### config.mk
export PLATFORM = sky130hd
export DESIGN_NAME = syncram_fifo_ctrl
export DESIGN_NICKNAME = d
export VERILOG_FILES = /design/src/rtl/syncram_fifo_ctrl.sv
export SDC_FILE = /design/constraint.sdc
export NUM_CORES = 1
export LEC_CHECK = 0
export ABC_AREA = 1
export ABC_CLOCK_PERIOD_IN_PS = 2050
export BUFFER_PORTS_ARGS = -buffer_cell sky130_fd_sc_hd__buf_2
export CORE_MARGIN = 3
export CORE_UTILIZATION = 39
export DETAILED_ROUTE_END_ITERATION = 6
export PLACE_DENSITY_LB_ADDON = 0.15
export SLEW_MARGIN = 20
export SYNTH_ARGS = -nofsm -noshare
export SYNTH_HDL_FRONTEND = slang
export SYNTH_SLANG_ARGS = --single-unit
### constraint.sdc
create_clock -name clock0 -period 2.05 [get_ports clock0]
set_input_delay 0.1025 -clock clock0 [delete_from_list [all_inputs] [get_ports clock0]]
set_output_delay 0.1025 -clock clock0 [all_outputs]
set_load 0.02 [all_outputs]
### src/rtl/syncram_fifo_ctrl.sv
// FIFO controller wrapped around a dual-port synchronous RAM (port A write, port B read).
// Keeps registered pointers, word count and flags, and produces a read-valid strobe for the RAM's 1-cycle read latency.
module syncram_fifo_ctrl #(
  parameter int width             = 8,
  parameter int widthad           = 4,
  parameter int almost_full_value = 12
) (
  input  logic               clock0,
  input  logic               sclr,
  input  logic               wrreq,
  input  logic [width-1:0]   data,
  input  logic               rdreq,
  output logic [width-1:0]   q,
  output logic               rdvalid,
  output logic               full,
  output logic               empty,
  output logic               almost_full,
  output logic [widthad:0]   usedw,
  output logic               overflow,
  output logic               underflow,
  output logic [widthad-1:0] ram_address_a,
  output logic               ram_wren_a,
  output logic [width-1:0]   ram_data_a,
  output logic [widthad-1:0] ram_address_b,
  output logic               ram_rden_b,
  input  logic [width-1:0]   ram_q_b
);

  localparam logic [widthad:0] DEPTH_W = (widthad+1)'(2**widthad);
  localparam logic [widthad:0] AF_W    = (widthad+1)'(almost_full_value);

  logic [widthad-1:0] r_wr_ptr;
  logic [widthad-1:0] r_rd_ptr;
  logic [widthad:0]   r_usedw;
  logic               r_full;
  logic               r_empty;
  logic               r_almost_full;
  logic               r_rdvalid;
  logic               r_overflow;
  logic               r_underflow;

  logic               w_wr_acc;
  logic               w_rd_acc;
  logic [widthad:0]   w_usedw_nxt;

  // Handshake: wrreq/rdreq act as valid; the implicit ready is ~full / ~empty
  // taken from registered flags, so a request is accepted exactly when valid
  // and ready are both high at a rising edge; rejected requests have no effect
  // other than setting the sticky overflow/underflow bit.
  assign w_wr_acc    = wrreq & ~r_full;
  assign w_rd_acc    = rdreq & ~r_empty;
  assign w_usedw_nxt = r_usedw + (widthad+1)'(w_wr_acc) - (widthad+1)'(w_rd_acc);

  always_ff @(posedge clock0) begin
    if (sclr) begin
      r_wr_ptr      <= '0;
      r_rd_ptr      <= '0;
      r_usedw       <= '0;
      r_full        <= 1'b0;
      r_empty       <= 1'b1;
      r_almost_full <= 1'b0;
      r_rdvalid     <= 1'b0;
      r_overflow    <= 1'b0;
      r_underflow   <= 1'b0;
    end else begin
      if (w_wr_acc) r_wr_ptr <= r_wr_ptr + 1'b1;
      if (w_rd_acc) r_rd_ptr <= r_rd_ptr + 1'b1;
      r_usedw       <= w_usedw_nxt;
      r_full        <= (w_usedw_nxt == DEPTH_W);
      r_empty       <= (w_usedw_nxt == '0);
      r_almost_full <= (w_usedw_nxt >= AF_W);
      r_rdvalid     <= w_rd_acc;
      if (wrreq & r_full)  r_overflow  <= 1'b1;
      if (rdreq & r_empty) r_underflow <= 1'b1;
    end
  end

  // RAM port drive: pointers address the RAM directly, data passes straight through.
  assign ram_address_a = r_wr_ptr;
  assign ram_wren_a    = w_wr_acc;
  assign ram_data_a    = data;
  assign ram_address_b = r_rd_ptr;
  assign ram_rden_b    = w_rd_acc;

  assign q           = ram_q_b;
  assign rdvalid     = r_rdvalid;
  assign full        = r_full;
  assign empty       = r_empty;
  assign almost_full = r_almost_full;
  assign usedw       = r_usedw;
  assign overflow    = r_overflow;
  assign underflow   = r_underflow;

endmodule
==> results of run 1 <==
## cells in the mapped netlist
library cell	n
o21ai_1	1
nor2_4	2
inv_2	1
inv_1	19
or2_1	1
dfxtp_1	19
o21ai_0	2
nand2_2	2
fa_1	1
nor2_1	19
a21oi_1	5
nand3_1	6
xnor2_1	1
nand2_1	27
buf_2	1
nor2_2	4
ha_1	7
buf_4	16
nand3_2	1
## logic make-up (layout without fill, tap and decap cells)
kind of cell	after synthesis	count (layout)	synth area share
adders and majority gates	8	8	0.106
buffers and inverters	37	54	0.197
AOI/OAI and AO/OA	8	8	0.0394
xor gates and xnor gates	1	1	0.00862
and+or+nand+nor	62	62	0.275
DFF	19	19	0.374
## path summary, 6_finish.rpt
| kind | to | from | slack (ps) |
|---|---|---|---|
| setup reg to reg | almost_full | full | 120 |
| hold reg to reg | underflow | underflow | 480 |
| hold / removal | overflow | wrreq | 40 |
| setup / recovery | almost_full | full | 120 |
## where the power goes
part	total, uW	switching, uW	internal [uW]
clock	186	111	75.7
combinational	999	609	390
sequential	537	74.2	463
total	1720	794	929
## final cells by class
type | count | area share
inverters | 20 | 0.0632
multi-input cells | 79 | 0.421
clock buffers | 4 | 0.0221
well taps | 28 | 0.0295
repair buffers | 30 | 0.139
flip-flops and latches | 19 | 0.325
## metal layers
| layer | GRT usage | wire length (um) | vias to the layer above |
|---|---|---|---|
| li1 | - | - | 430 |
| met1 | 0.149 | 792 | 363 |
| met2 | 0.192 | 873 | 21 |
| met3 | 0.0430 | 158 | 14 |
| met4 | 0.0497 | 40 | 0 |
| met5 | 0 | 0 | - |
## tightest hold or removal path, stage by stage
cell	delay [ps]
buf_2	90
a21oi_1	50
nor2_1	70
## layout by cell type, fill, tap and decap left out, types with 4 or more instances in the layout
cell type,Yosys,routed
ha_1,7,5
buf_2,1,24
inv_1,19,15
a21oi_1,5,5
inv_2,1,5
dfxtp_1,19,17
nor2_1,19,19
nand3_2,1,4
nand2_1,27,23
buf_4,16,6
nand2_2,2,6
## sequential cells by signal (all words and copies together), names as in the netlist
| register | cells |
|---|---|
| rdvalid | 1 |
| full | 1 |
| empty | 1 |
| usedw | 5 |
| overflow | 1 |
| almost_full | 1 |
| ram_address_a | 4 |
| underflow | 1 |
| ram_address_b | 4 |
## stage by stage
stage	std cells	power [uW]	setup slack, ps
after floorplan	135	1190	-14.5
after global placement	171	1330	73.9
after detailed placement	171	1340	39.2
after CTS	175	1540	12.9
after global routing	180	1900	-19.7
final	180	1720	124
## repair_timing
item                       CTS  global route
buffers inserted             0             5
setup endpoints to repair    0             5
gates resized for setup      0            19
==> results.ini, run 1 <==
[floorplan]
die_w_um = 57.0
io_pins = 57
fp.dieH_um = 57.0
num_rows = 17
die-area_um2 = 3250
core_area_um2 = 2340
initial_core_util = 0.434

[synth]
syn_area_um2 = 1020
yosysSeqAreaShare = 0.374
yosys_warnings = 0
synth_area_leader_cell = dfxtp_1
synth_top_cell_area_share = 0.374
ys_seq_elements = 19
syn_inst = 135
synth_cell_types = 19
netlist_top_cells_area = dfxtp_1 (37%), buf_4 (12%), nand2_1 (10%)
syn_nets = 163
avgSynthCellArea_um2 = 7.53

[route]
drt_iter0_markers = 32
via_per_inst = 4.60
drc_errors = 0
ant_nets = 0
vias = 828
finalWirelength_mm = 1.86
post_drt_wl_per_cell_um = 10.4
dr.pass1.iters = 4

[sta]
setup-tns-final_ps = 0
hold_viol = 0
slew_viol_final = 0
fin_crit_sh = 0.940
fmax_ghz = 0.519
finClkSkew_ps = 5.71
worst_pin_slew_ps = 363
slew_headroom = 0.758
holdWs_ps = 40.2
final-setup-viol-count = 0
min_period_ps = 1930

[clock_tree]
clockRootBuffer = clkbuf_4
cts_hold_buf = 0
cts.sinks = 19
cts-htree-levels = 1
cts_made_buffers = 3
cts_tree = done
insertion_delay_ps = 290
cts_buffer_depth = 2
clkTransAtPathRegs_ps = 110

[placement]
gp_congestion = 0.803
io_buffers = 24
place_area_um2 = 1050
dp_hpwl_mm = 1.38

[setup_path]
cp_num_cells = 13
endpoint_kind = register
path_buf_inv = 4
critPathMaxStageDelay_ps = 380
path_common_cell = inv_2
worstPathCellList = nor2_4 -> inv_2 -> ha_4 -> inv_2 -> ha_4 -> inv_2 -> fa_2 -> inv_2 -> nand3_2 -> nand2_2 -> nand2_2 -> nand3_2 -> o21ai_1
rr_worst_depth = 13
path_class = reg2reg
critPathRequiredTime_ps = 2240
path_max_fanout = 3
worstPathArrival_ps = 2110
slowest_stage = fa_2
critical_path.top_delay_family = adder cells
startpoint_type = register

[power_and_ir_drop]
p_leak_uw = 0.000610
peakVddDrop_v = 0.000920
power.density_nw_per_um2 = 1450

[global_route]
grt_max_degree = 12
track_usage = 0.121
grt_pass1_wl_mm = 3.19
grt_overflow = 0
grt_pass1_vias = 766
antenna_found_initial = 0

[min_path]
worstHoldPathCells = 3
hp-class = in2reg

[finish]
syn2layout_area_growth_pct = 16.9
regArea_um2 = 385
final_util = 0.507
multi_input_area_um2 = 500
layout-drive-gt1-share = 0.395
final_nets = 181
n_fill_cell = 244
antenna_cells = 0
stdcell_area_um2 = 1190

[status]
status = complete, no violations

[run]
maxCapViolCount = 0

(Power assumes the default switching activity.)
==> inputs of run 2 (changes only) <==
==> constraint.sdc (replaced) <==
create_clock -name clock0 -period 2.05 [get_ports clock0]
set_input_delay 0.3075 -clock clock0 [delete_from_list [all_inputs] [get_ports clock0]]
set_output_delay 0.3075 -clock clock0 [all_outputs]
set_load 0.02 [all_outputs]
==> results.ini, run 2 (same netlist as run 1, synthesis figures left out) <==
[sta]
slew_headroom = 0.717  ; -0.0409
slew_viol_final = 0  ; unchanged
min_period_ps = 1980  ; +50.2 ps
worst_pin_slew_ps = 425  ; +61.8 ps
fmax_ghz = 0.506  ; -2.5%
setup-tns-final_ps = 0  ; unchanged
fin_crit_sh = 0.964  ; +0.0245
final-setup-viol-count = 0  ; unchanged
hold_viol = 0  ; unchanged
finClkSkew_ps = 2.13  ; -3.58 ps

[route]
post_drt_wl_per_cell_um = 10.1  ; -2.5%
dr.pass1.iters = 3  ; -1
drc_errors = 0  ; unchanged
vias = 818  ; -1.2%
via_per_inst = 4.60  ; about the same
drt_iter0_markers = 26  ; -19%
finalWirelength_mm = 1.80  ; -3.5%
ant_nets = 0  ; unchanged

[setup_path]
path_class = reg2reg
path_max_fanout = 2  ; -1
critPathMaxStageDelay_ps = 390  ; about the same
startpoint_type = register
endpoint_kind = register
r2r_start = full
worstPathArrival_ps = 2210  ; +100 ps
slowest_stage = fa_2
path_common_cell = inv_2
crit_path_start = full
critPathRequiredTime_ps = 2290  ; +50 ps
worstPathCellList = nor2_4 -> inv_2 -> ha_4 -> inv_1 -> ha_2 -> inv_2 -> fa_2 -> xnor2_2 -> nand2_1 -> o21ai_1

[finish]
stdcell_count = 178  ; -1.1%
antenna_cells = 0  ; unchanged
final_nets = 179  ; -1.1%
layout-drive-gt1-share = 0.367  ; -0.0281
n_fill_cell = 238  ; -2.5%
final_cell_mix = nand2_1 (24), buf_2 (24), nor2_1 (19)
syn2layout_area_growth_pct = 16.9  ; unchanged
largest_reg_flops = 5  ; unchanged

[floorplan]
die-area_um2 = 3250  ; unchanged
core_area_um2 = 2340  ; unchanged
initial_core_util = 0.434  ; unchanged
num_rows = 17  ; unchanged
fp.dieH_um = 57.0  ; unchanged
io_pins = 57  ; unchanged
die_w_um = 57.0  ; unchanged

[placement]
io_buffers = 24  ; unchanged
gp_congestion = 0.731  ; -9.0%
place_inst = 172  ; +0.58%
dp_hpwl_mm = 1.37  ; -1.2%

[min_path]
hold_start = rdreq
hp-class = in2reg

[clock_tree]
cts.sinks = 19  ; unchanged
cts_made_buffers = 3  ; unchanged
clockRootBuffer = clkbuf_4
cts_tree = done
cts-htree-levels = 1  ; unchanged
cts_buffer_depth = 2  ; unchanged
insertion_delay_ps = 290  ; about the same
cts_hold_buf = 0  ; unchanged
clkTransAtPathRegs_ps = 100  ; about the same

[global_route]
grt_pass1_vias = 720  ; -6.0%
grt_overflow = 0  ; unchanged
antenna_found_initial = 0  ; unchanged
grt_pass1_wl_mm = 2.95  ; -7.6%
grt_max_degree = 12  ; unchanged
track_usage = 0.114  ; -0.00762

[power_and_ir_drop]
power.density_nw_per_um2 = 1490  ; +3.0%
p_leak_uw = 0.000609  ; about the same
peakVddDrop_v = 0.00100  ; +9.0%

[run]
maxCapViolCount = 0  ; unchanged

[status]
status = complete, no violations

-- run 2: cell type report --
| type | count | area (um^2) | share of cell area |
|---|---|---|---|
| Clock buffer | 3 | 22.5 | 0.0190 |
| Timing Repair Buffer | 28 | 150 | 0.126 |
| Tap cell | 28 | 35.0 | 0.0295 |
| Clock inverter | 1 | 5.00 | 0.00421 |
| Multi-Input combinational cell | 79 | 515 | 0.434 |
| Inverter | 20 | 75.1 | 0.0632 |
| Sequential cell | 19 | 384 | 0.323 |
-- run 2: metal layers --
metal / share of wire / up-vias / GRT usage / wire length [um]
met5: 0 / - / 0 / 0
met4: 0.0095 / 0 / 0.0397 / 17
met3: 0.080 / 4 / 0.0566 / 143
met2: 0.48 / 22 / 0.178 / 870
met1: 0.43 / 362 / 0.135 / 767
li1: - / 430 / - / -
-- run 2: final timing paths --
path,endpoint,slack [ps],cells past startpoint
min,underflow,240,3
min reg2reg,underflow,480,2
max reg2reg,almost_full,70,10
max,almost_full,70,10
-- run 2: power by group --
group | switching, uW | leakage [uW] | internal, uW | total, uW
registers | 67.9 | 0.000157 | 462 | 530
clock network | 112 | 0.0000177 | 72.7 | 184
logic | 650 | 0.000434 | 410 | 1060
-- run 2: metrics by stage --
stage / cell area (um^2) / hold slack [ps] / utilization / worst slack, ps / total power, uW
finish: 1190 / 245 / 0.507 / 73.7 / 1770
detailed placement: 1060 / 459 / 0.455 / -28.9 / 1350
global route: 1190 / 251 / 0.507 / -44.9 / 1950
floorplan: 1020 / 374 / - / 12.1 / 1190
global placement: 1060 / 447 / 0.455 / -8.07 / 1340
CTS: 1090 / 235 / 0.467 / 94.3 / 1550
-- run 2: critical path: cells and delay by family, from the launching register on --
| kind | cells | cell delay [ps] |
|---|---|---|
| flops | 1 | 360 |
| xor+xnor | 1 | 230 |
| compound gates | 1 | 150 |
| buf+inv | 3 | 150 |
| simple gates | 2 | 240 |
| fa+ha+maj | 3 | 790 |
-- run 2: what timing repair did --
item,CTS,global route
buffers inserted,0,2
resized for setup,0,17
endpoints found under the hold margin,0,0
endpoints found under the setup margin,0,4
